`src/rtl/rv32i_types.sv`:
```
// rtl/rv32i_types.sv - shared types for the cache/memory subsystem
package rv32i_types;

    typedef enum logic [1:0] {
        IDLE  = 2'd0,
        INSTR = 2'd1,
        DATA  = 2'd2
    } arb_state_t;

    localparam logic GRANT_INSTR = 1'b0;
    localparam logic GRANT_DATA  = 1'b1;

endpackage

```
`src/rtl/cache_arbiter_perf.sv`:
```
// rtl/cache_arbiter_perf.sv - saturating grant/contention counters for cache_arbiter
module cache_arbiter_perf #(
    parameter int S_CNT = 32
) (
    input  logic             clk,
    input  logic             rst,
    input  logic             i_grant_i,
    input  logic             d_grant_i,
    input  logic             contention_i,
    output logic [S_CNT-1:0] perf_i_grants_o,
    output logic [S_CNT-1:0] perf_d_grants_o,
    output logic [S_CNT-1:0] perf_contention_o
);

    logic [S_CNT-1:0] i_cnt_q, i_cnt_d;
    logic [S_CNT-1:0] d_cnt_q, d_cnt_d;
    logic [S_CNT-1:0] c_cnt_q, c_cnt_d;

    // Counters stick at all-ones instead of wrapping.
    always_comb begin
        i_cnt_d = i_cnt_q;
        d_cnt_d = d_cnt_q;
        c_cnt_d = c_cnt_q;
        if (i_grant_i && (i_cnt_q != '1)) i_cnt_d = i_cnt_q + 1'b1;
        if (d_grant_i && (d_cnt_q != '1)) d_cnt_d = d_cnt_q + 1'b1;
        if (contention_i && (c_cnt_q != '1)) c_cnt_d = c_cnt_q + 1'b1;
    end

    always_ff @(posedge clk or negedge rst) begin
        if (!rst) begin
            i_cnt_q <= '0;
            d_cnt_q <= '0;
            c_cnt_q <= '0;
        end else begin
            i_cnt_q <= i_cnt_d;
            d_cnt_q <= d_cnt_d;
            c_cnt_q <= c_cnt_d;
        end
    end

    assign perf_i_grants_o   = i_cnt_q;
    assign perf_d_grants_o   = d_cnt_q;
    assign perf_contention_o = c_cnt_q;

endmodule

```
`src/rtl/cache_arbiter.sv`:
```
// rtl/cache_arbiter.sv - round-robin I/D cache line arbiter to the cacheline adaptor
// Optional perf counters: CACHE_ARB_PERF_EN
module cache_arbiter
    import rv32i_types::*;
#(
    parameter int S_LINE = 256,
    parameter int S_ADDR = 32,
    parameter int S_CNT  = 32
) (
    input  logic              clk,
    input  logic              rst,
    input  logic              i_pmem_read,
    input  logic              i_pmem_write,
    input  logic [S_ADDR-1:0] i_pmem_address,
    input  logic [S_LINE-1:0] i_pmem_wdata,
    output logic [S_LINE-1:0] i_pmem_rdata,
    output logic              i_pmem_resp,
    input  logic              d_pmem_read,
    input  logic              d_pmem_write,
    input  logic [S_ADDR-1:0] d_pmem_address,
    input  logic [S_LINE-1:0] d_pmem_wdata,
    output logic [S_LINE-1:0] d_pmem_rdata,
    output logic              d_pmem_resp,
    output logic              pmem_read,
    output logic              pmem_write,
    output logic [S_ADDR-1:0] pmem_address,
    output logic [S_LINE-1:0] pmem_wdata,
    input  logic [S_LINE-1:0] pmem_rdata,
    input  logic              pmem_resp,
    output logic              arbiter_instr_state,
    output logic              data_request,
    output logic [S_CNT-1:0]  perf_i_grants,
    output logic [S_CNT-1:0]  perf_d_grants,
    output logic [S_CNT-1:0]  perf_contention
);

    arb_state_t state_q, state_d;
    logic       last_grant_q, last_grant_d;
    logic       i_req, d_req;

    assign i_req = i_pmem_read | i_pmem_write;
    assign d_req = d_pmem_read | d_pmem_write;

    // On a response the other client is served next if waiting; the finishing
    // client always passes through IDLE, since its request is still high here.
    always_comb begin
        state_d      = state_q;
        last_grant_d = last_grant_q;
        unique case (state_q)
            IDLE: begin
                if (i_req && d_req) begin
                    state_d = (last_grant_q == GRANT_DATA) ? INSTR : DATA;
                end else if (i_req) begin
                    state_d = INSTR;
                end else if (d_req) begin
                    state_d = DATA;
                end
            end
            INSTR: begin
                if (pmem_resp) state_d = d_req ? DATA : IDLE;
            end
            DATA: begin
                if (pmem_resp) state_d = i_req ? INSTR : IDLE;
            end
            default: state_d = IDLE;
        endcase
        if ((state_d == INSTR) && (state_q != INSTR)) last_grant_d = GRANT_INSTR;
        if ((state_d == DATA) && (state_q != DATA)) last_grant_d = GRANT_DATA;
    end

    always_ff @(posedge clk or negedge rst) begin
        if (!rst) begin
            state_q      <= IDLE;
            last_grant_q <= GRANT_DATA;
        end else begin
            state_q      <= state_d;
            last_grant_q <= last_grant_d;
        end
    end

    assign pmem_read    = ((state_q == INSTR) & i_pmem_read) | ((state_q == DATA) & d_pmem_read);
    assign pmem_write   = ((state_q == INSTR) & i_pmem_write) | ((state_q == DATA) & d_pmem_write);
    assign pmem_address = (state_q == DATA) ? d_pmem_address : i_pmem_address;
    assign pmem_wdata   = (state_q == DATA) ? d_pmem_wdata : i_pmem_wdata;

    assign i_pmem_rdata = pmem_rdata;
    assign d_pmem_rdata = pmem_rdata;
    assign i_pmem_resp  = pmem_resp & (state_q == INSTR);
    assign d_pmem_resp  = pmem_resp & (state_q == DATA);

    assign arbiter_instr_state = (state_q == INSTR);
    assign data_request        = d_req;

`ifdef CACHE_ARB_PERF_EN
    logic i_enter, d_enter, contention;

    assign i_enter    = (state_d == INSTR) && (state_q != INSTR);
    assign d_enter    = (state_d == DATA) && (state_q != DATA);
    assign contention = ((state_q == INSTR) && d_req) ||
                        ((state_q == DATA) && i_req) ||
                        ((state_q == IDLE) && i_req && d_req);

    cache_arbiter_perf #(
        .S_CNT (S_CNT)
    ) u_perf (
        .clk               (clk),
        .rst               (rst),
        .i_grant_i         (i_enter),
        .d_grant_i         (d_enter),
        .contention_i      (contention),
        .perf_i_grants_o   (perf_i_grants),
        .perf_d_grants_o   (perf_d_grants),
        .perf_contention_o (perf_contention)
    );
`else
    assign perf_i_grants   = '0;
    assign perf_d_grants   = '0;
    assign perf_contention = '0;
`endif

endmodule

```
`config.mk`:
```
export PLATFORM = sky130hd
export DESIGN_NAME = cache_arbiter
export DESIGN_NICKNAME = d
export VERILOG_FILES = /design/src/rtl/rv32i_types.sv /design/src/rtl/cache_arbiter_perf.sv /design/src/rtl/cache_arbiter.sv
export SDC_FILE = /design/constraint.sdc
export NUM_CORES = 1
export LEC_CHECK = 0
export BUFFER_PORTS_ARGS = -buffer_cell sky130_fd_sc_hd__buf_2
export CORE_AREA = 2 2 675 677
export CTS_CLUSTER_DIAMETER = 40
export CTS_CLUSTER_SIZE = 12
export DETAILED_ROUTE_END_ITERATION = 10
export DIE_AREA = 0 0 677 679
export GPL_ROUTABILITY_DRIVEN = 0
export SETUP_SLACK_MARGIN = 0.4
export SYNTH_ARGS = -nofsm -noshare
export SYNTH_HDL_FRONTEND = slang
export SYNTH_SLANG_ARGS = --single-unit
```
`constraint.sdc`:
```
create_clock -name clk -period 1.8 [get_ports clk]
set_clock_uncertainty 0.1 [all_clocks]
set_input_delay 0.54 -clock clk [delete_from_list [all_inputs] [get_ports clk]]
set_output_delay 0.54 -clock clk [all_outputs]
set_load 0.005 [all_outputs]
```
Yosys cells after proc, flatten, opt, wreduce, memory -nomap -nowiden

Cells that the tools add are included.

Register bits: 3
Output and inout bits: 902
Logic and storage cells: 36

Equal/unequal tests: 6
Mux-type cells: 13
Bitwise logic cells: 10
Reductions and logical operators: 5

Operators with widths:

| kind                                                                  | number |
|---|---|
| 256-bit two-way mux                                                   | 1 |
| 32-bit two-way mux                                                    | 1 |
| 2-bit two-way mux                                                     | 7 |
| 1-bit AND                                                             | 6 |
| 2-bit one-hot mux with 3 select lines                                 | 1 |
| 2-bit by 1-bit equality test with 1-bit output, second input constant | 2 |
| 2-bit equality test, second input constant                            | 2 |
| 1-bit bitwise OR                                                      | 4 |
| 1-bit logical AND                                                     | 3 |
| 1-bit two-way mux                                                     | 3 |
| 2-bit logical NOT                                                     | 1 |
| 2-bit by 1-bit != test with 1-bit output, second input constant       | 1 |
| 2-bit != test, second input constant                                  | 1 |
| 2-bit nonzero test                                                    | 1 |

Depth between registers and ports, before layout

Gate-level depths: netlist of run 1.

Depth after elaboration: 9
Gate-level depth with buffers: 6

Worst setup path after synthesis of run 1

Ideal clock, no wire load.

Kind: register -> output
Start: register state_q[0]
End: output pmem_wdata[155]
Arrival time: 1.134 ns
Required time: 1.160 ns
Slack: 0.026 ns
Cell stages (with the launch flop): 7
Path through: dfrtp_1 > nor2b_1 > buf_2 > buf_4 > buf_2 > nand2_1 > nand2_1

Longest elaborated chain between the ends: 2

Ends and longest elaborated chain:

| element                | RTL line            | RTL |
|---|---|---|
| from (decl)            | cache_arbiter.sv:37 | `arb_state_t state_q, state_d;` |
| from (signal assigned) | cache_arbiter.sv:76 | `state_q <= state_d;` |
| 2-bit equality test    | cache_arbiter.sv:84 | `assign pmem_wdata = (state_q == DATA) ? d_pmem_wdata : i_pmem_wdata;` |
| 256-bit two-way mux    | cache_arbiter.sv:84 |  |
| to (decl)              | cache_arbiter.sv:27 | `output logic [S_LINE-1:0] pmem_wdata,` |

No other way between the ends.

Worst setup path in the final report of run 1

Start: register state_q[0]
End: output pmem_address[25]

Longest elaborated chain between the ends: 2

Ends and longest elaborated chain:

| element             | RTL line            | RTL |
|---|---|---|
| 2-bit equality test | cache_arbiter.sv:83 | `assign pmem_address = (state_q == DATA) ? d_pmem_address : i_pmem_address;` |
| 32-bit two-way mux  | cache_arbiter.sv:83 |  |
| to (decl)           | cache_arbiter.sv:26 | `output logic [S_ADDR-1:0] pmem_address,` |

No other way between the ends.

==> results of run 1 <==
## stage by stage
| step | utilization | hold WS (ns) | setup TNS [ns] | cell area, µm² |
|---|---|---|---|---|
| 3_3_place_gp | 0.0403 | 0.245 | -75.52 | 18200 |
| 2_1_floorplan | - | 0.144 | 0 | 8980 |
| 3_5_place_dp | 0.0403 | 0.250 | -89.13 | 18200 |
| 5_1_grt | 0.0441 | 0.0212 | -166.38 | 19900 |
| 4_1_cts | 0.0428 | 0.0163 | -147.68 | 19300 |
| 6_report | 0.0442 | 0.0227 | -144.17 | 20000 |
## worst reg2reg max path, stage by stage (launching register included)
cell,delay [ns]
dfrtp_1,0.36
buf_6,0.12
buf_4,0.10
o21ba_2,0.18
a2111oi_0,0.44
a21o_1,0.13
## sequential cells by signal, summed over array words and instances (netlist names)
signal / count
state_q: 2
last_grant_q: 1
## placed cells by master (no fill, tap or decap), types with 2 or more instances in the layout
cell,count
a21oi_1,2
a22o_1,2
buf_12,141
buf_16,14
buf_2,661
buf_4,63
buf_6,58
buf_8,3
clkbuf_16,10
clkbuf_4,12
conb_1,96
diode_2,25
inv_1,2
nand2_1,716
nand2_2,120
nand2_4,29
nor2_1,3
nor2b_1,2
## power by group
group,total (mW),switching [mW],internal [mW]
logic,29.1,17.4,11.7
registers,0.148,0.0343,0.114
clock network,0.354,0.0619,0.292
total,29.6,17.5,12.1
## what timing repair did
action                                  CTS  global route
endpoints found under the setup margin  295           296
pin swaps                                26            23
cloned                                    6             8
gates resized for setup                 249           112
hold endpoints to repair                  0             0
buffers inserted                         12             4
## per-layer routing
layer | up-vias | track usage | wire length (µm)
met4 | 114 | 0.0221 | 10300
li1 | 4755 | - | -
met2 | 2482 | 0.270 | 176000
met5 | - | 0.00146 | 834
met3 | 859 | 0.230 | 119000
met1 | 5262 | 0.108 | 88500
## cell families (layout without fill, tap and decap cells)
logic type             after synthesis  count (layout)  share of synthesized area
and+or+nand+nor                    876             876                      0.395
buffers and inverters              674             966                      0.587
AOI/OAI and AO/OA                    9               9                    0.00793
DFF                                  3               3                    0.00913
other                                1             121                   0.000448
## final cells by class
class                   instances  area share
well taps                    5976       0.375
diodes                         25     0.00313
multi-input cells             981       0.214
clock buffers                   4     0.00395
inverters                       2    0.000376
flip-flops and latches          3     0.00389
repair buffers                960       0.400
## worst paths after layout
check / cells past startpoint / end / slack, ns
min reg2reg: 2 / last_grant_q$_DFFE_PN1P_ / 0.47
max reg2reg: 5 / state_q[0]$_DFF_PN0_ / 0.31
min: 1 / state_q[1]$_DFF_PN0_ / 0.02
max: 8 / pmem_address[25] / -0.57
max in group asynchronous: 1 / last_grant_q$_DFFE_PN1P_ / 1.38
min in group clk: 2 / last_grant_q$_DFFE_PN1P_ / 0.47
==> results.cfg, run 1 <==
[run_status]
outcome = finished with violations
failed_checks = negative setup slack

[yosys]
synth_edf_count = 0
ys.flop_type = dfrtp_1
synthCells = 1563
synthTopCellsByArea = buf_4 56%, nand2_1 39%, buf_2 2.3%
synth.top_cell.area_share = 0.558
netlist_top_cells_count = 865 x nand2_1, 622 x buf_4, 38 x buf_2, 9 x clkbuf_1, 4 x nor2_1
ys_types = 21
ys_seq_area_frac = 0.00912
synth_area_leader_cell = buf_4
synth-seq-cells = 3
synth_warnings = 0
syn_avg_cell_area_um2 = 5.35
async_flop_share = 1.00
synth.most_common_cell = nand2_1
syn_area_mm2 = 0.00836

[final_layout]
multi_input_area_mm2 = 0.00427
area_growth_pct = 139
num-nets-final = 2790
drive_above_1_share = 0.574
finalNonFillerCells = 7951
regArea_um2 = 77.6
nFillCells = 54000

[power_and_ir_drop]
powerDensity_mw_per_mm2 = 1480
peakVddDrop_mv = 0.621
power.leakage_nw = 8.06
finalPower_mw = 29.6

[clock_network]
cts_hold_buf = 0
htree_levels = 1
cts_buffer_depth = 2
cts_buffers = 3
clock_latency_ns = 0.23
clkTransAtPathRegs_ns = 0.03
clockRootBuffer = clkbuf_16
cts_sinks = 3
tritoncts = done

[global_route]
grt_pass1_wl_mm = 422
grt_remaining_overflow = 0
track_usage = 0.165
antenna_found_initial = 377
grt_max_degree = 33
first_global_vias = 11700

[drt]
drc = 0
wl_per_cell_um = 49.6
finalWirelength_mm = 395
viasPerCell = 1.69
dr_total_vias = 13500
ant_nets = 0
dr.pass1.iters = 5
drt_iter0_markers = 672

[setup_path]
reg2reg_from = state_q[1]$_DFF_PN0_
arrival_ns = 1.73
start_kind = register
cp-startpoint = state_q[0]$_DFF_PN0_
slowest_stage = dfrtp_2
endpoint_kind = output pin
critical_path_class = register to output pin
path_delay_family = buffers and inverters
cpPeakStageDelay_ns = 0.42
crit_required_ns = 1.16
crit_path_max_fanout = 8
worst-path-buf-inv = 5
cp_cell_sequence = nor2b_4 > buf_12 > buf_16 > buf_8 > buf_16 > nand2_4 > nand2_4 > buf_12

[floorplanning]
die_area_mm2 = 0.460
rows = 247
pin_count = 1741
die_h_um = 679
die_x_um = 677
core-area_mm2 = 0.452
start_util = 0.0185

[place]
dp.cells = 7892
io_buffers = 876
hpwl_mm = 384
pre_cts_ws_ns = -0.398

[timing]
fin_crit_sh = 1.32
post-route-min-period_ns = 2.37
fmaxAchievable_mhz = 422
hold_viol = 0
setup_violations = 293
finalMaxSlewViolations = 0
rsz0062_at_grt = yes
fin_ws_ns = -0.572

[min_path]
min-delay-path-class = input port to async pin

[job]
cap_violations = 0
(Power assumes the default switching activity.)
==> inputs of run 2 (changes only) <==
- CELL_PAD_IN_SITES_DETAIL_PLACEMENT: default -> 2
- CELL_PAD_IN_SITES_GLOBAL_PLACEMENT: default -> 2
- CORE_AREA: 2 2 675 677 -> 2 2 685 687
- DIE_AREA: 0 0 677 679 -> 0 0 687 689
- PLACE_DENSITY_LB_ADDON: default -> 0.1
==> results.cfg, run 2 (synthesized netlist as in run 1, its figures left out) <==
[drt]
wl_per_cell_um = 27.1
dr.pass1.iters = 4
drt_iter0_markers = 358
ant_nets = 0
drc = 0
dr_total_vias = 11900
viasPerCell = 1.44
finalWirelength_mm = 223

[timing]
rsz0062_at_grt = yes
fin_crit_sh = 1.43
timing.slew.headroom = 0.680
hold_viol = 0
post-route-min-period_ns = 2.58
tightest_slew_ns = 0.468
finalSetupTns_ns = -192.94
finalMaxSlewViolations = 0
fin_ws_ns = -0.776
fmaxAchievable_mhz = 388
setup_violations = 293
hold_ws_ns = 0.0322

[clock_network]
cts_buffer_depth = 2
clockRootBuffer = clkbuf_16
tritoncts = done
cts_hold_buf = 0
htree_levels = 1
cts_buffers = 3
clock_latency_ns = 0.22
clkTransAtPathRegs_ns = 0.03
cts_sinks = 3

[setup_path]
endpoint_kind = output pin
slowest_stage = dfrtp_2
reg2reg_from = state_q[1]$_DFF_PN0_
cp-startpoint = state_q[0]$_DFF_PN0_
rrSetupSlack_ns = 0.21
crit_required_ns = 1.16
start_kind = register
crit_path_max_fanout = 7
arrival_ns = 1.94
cpPeakStageDelay_ns = 0.43
cp_cell_sequence = nor2b_4 > buf_12 > buf_16 > buf_12 > buf_16 > nand2_1 > nand2_4 > buf_12
critical_path_class = register to output pin
crit_top_cell = buf_12

[run_status]
outcome = finished with violations
failed_checks = negative setup slack

[global_route]
grt_max_degree = 33
track_usage = 0.0885
antenna_found_initial = 94
grt_remaining_overflow = 0
grt_pass1_wl_mm = 248
first_global_vias = 12700

[floorplanning]
pin_count = 1741
die_h_um = 689
start_util = 0.0179
rows = 251
die_area_mm2 = 0.473
die_x_um = 687
core-area_mm2 = 0.466

[final_layout]
drive_above_1_share = 0.714
fin_area_mm2 = 0.0233
mostFrequentLayoutCell = buf_2
finalNonFillerCells = 8247
largest-register = state_q
final_cell_mix = 666 x buf_2, 469 x nand2_1, 204 x nand2_4, 165 x nand2_2, 149 x buf_12
largest_reg_flops = 2
fin_util = 0.0500
area_growth_pct = 179
num-nets-final = 2873
reg.largest.list = state_q x2, last_grant_q x1

[min_path]
min-delay-path-class = input port to async pin

[power_and_ir_drop]
peakVddDrop_mv = 0.640
finalPower_mw = 36.0
powerDensity_mw_per_mm2 = 1540
power.leakage_nw = 9.43

[place]
dp.cells = 8149
io_buffers = 876
hpwl_mm = 206
pre_cts_ws_ns = -1.05
placed_cell_area_mm2 = 0.0184

[job]
cap_violations = 0
## run 2: cell count changes in the layout (fill, tap and decap cells not counted), moves of 3 or more
cell | previous run | this run
nand2_1 | 716 | 469
nand2_4 | 29 | 204
buf_6 | 58 | 110
nand2_2 | 120 | 165
nand2_8 | 0 | 27
buf_8 | 3 | 22
clkbuf_4 | 12 | 3
diode_2 | 25 | 16
buf_12 | 141 | 149
buf_16 | 14 | 21
buf_2 | 661 | 666
clkbuf_16 | 10 | 13
## run 2: where the power goes
part / internal (mW) / switching [mW]
clock: 0.292 / 0.0564
combinational: 15.0 / 20.5
sequential: 0.113 / 0.0355
total: 15.4 / 20.6
## run 2: path summary, 6_finish.rpt
kind	end	depth (start not counted)
setup / recovery	pmem_wdata[86]	8
hold / removal	state_q[1]$_DFF_PN0_	1
setup reg to reg	state_q[0]$_DFF_PN0_	5
hold reg to reg	last_grant_q$_DFFE_PN1P_	2
max in group asynchronous	last_grant_q$_DFFE_PN1P_	1
min in group clk	last_grant_q$_DFFE_PN1P_	2
## run 2: layout make-up
class | count | area [µm²]
fillers | 55700 | 443000
repair buffers | 1043 | 9200
inverters | 2 | 7.51
well taps | 6198 | 7750
clock buffers | 4 | 78.8
diodes | 16 | 40.0
flip-flops and latches | 3 | 77.6
multi-input cells | 981 | 6150
## run 2: worst max-delay path, delay by kind of cell (launching register included)
kind | cells | cell delay [ns]
buf+inv | 5 | 0.86
flops | 1 | 0.43
simple gates | 3 | 0.33
## run 2: metal layers
| metal | up-vias | GRT usage | wire [µm] |
|---|---|---|---|
| met5 | - | 0.00214 | 351 |
| met4 | 52 | 0.0135 | 5100 |
| met3 | 256 | 0.0956 | 51400 |
| met2 | 1306 | 0.140 | 98400 |
| met1 | 5330 | 0.0780 | 68000 |
| li1 | 4930 | - | - |
## run 2: timing repair
action,CTS,global route
resized for setup,397,592
cloned,9,11
endpoints found under the setup margin,297,297
pin swaps,45,171
buffers inserted,25,33
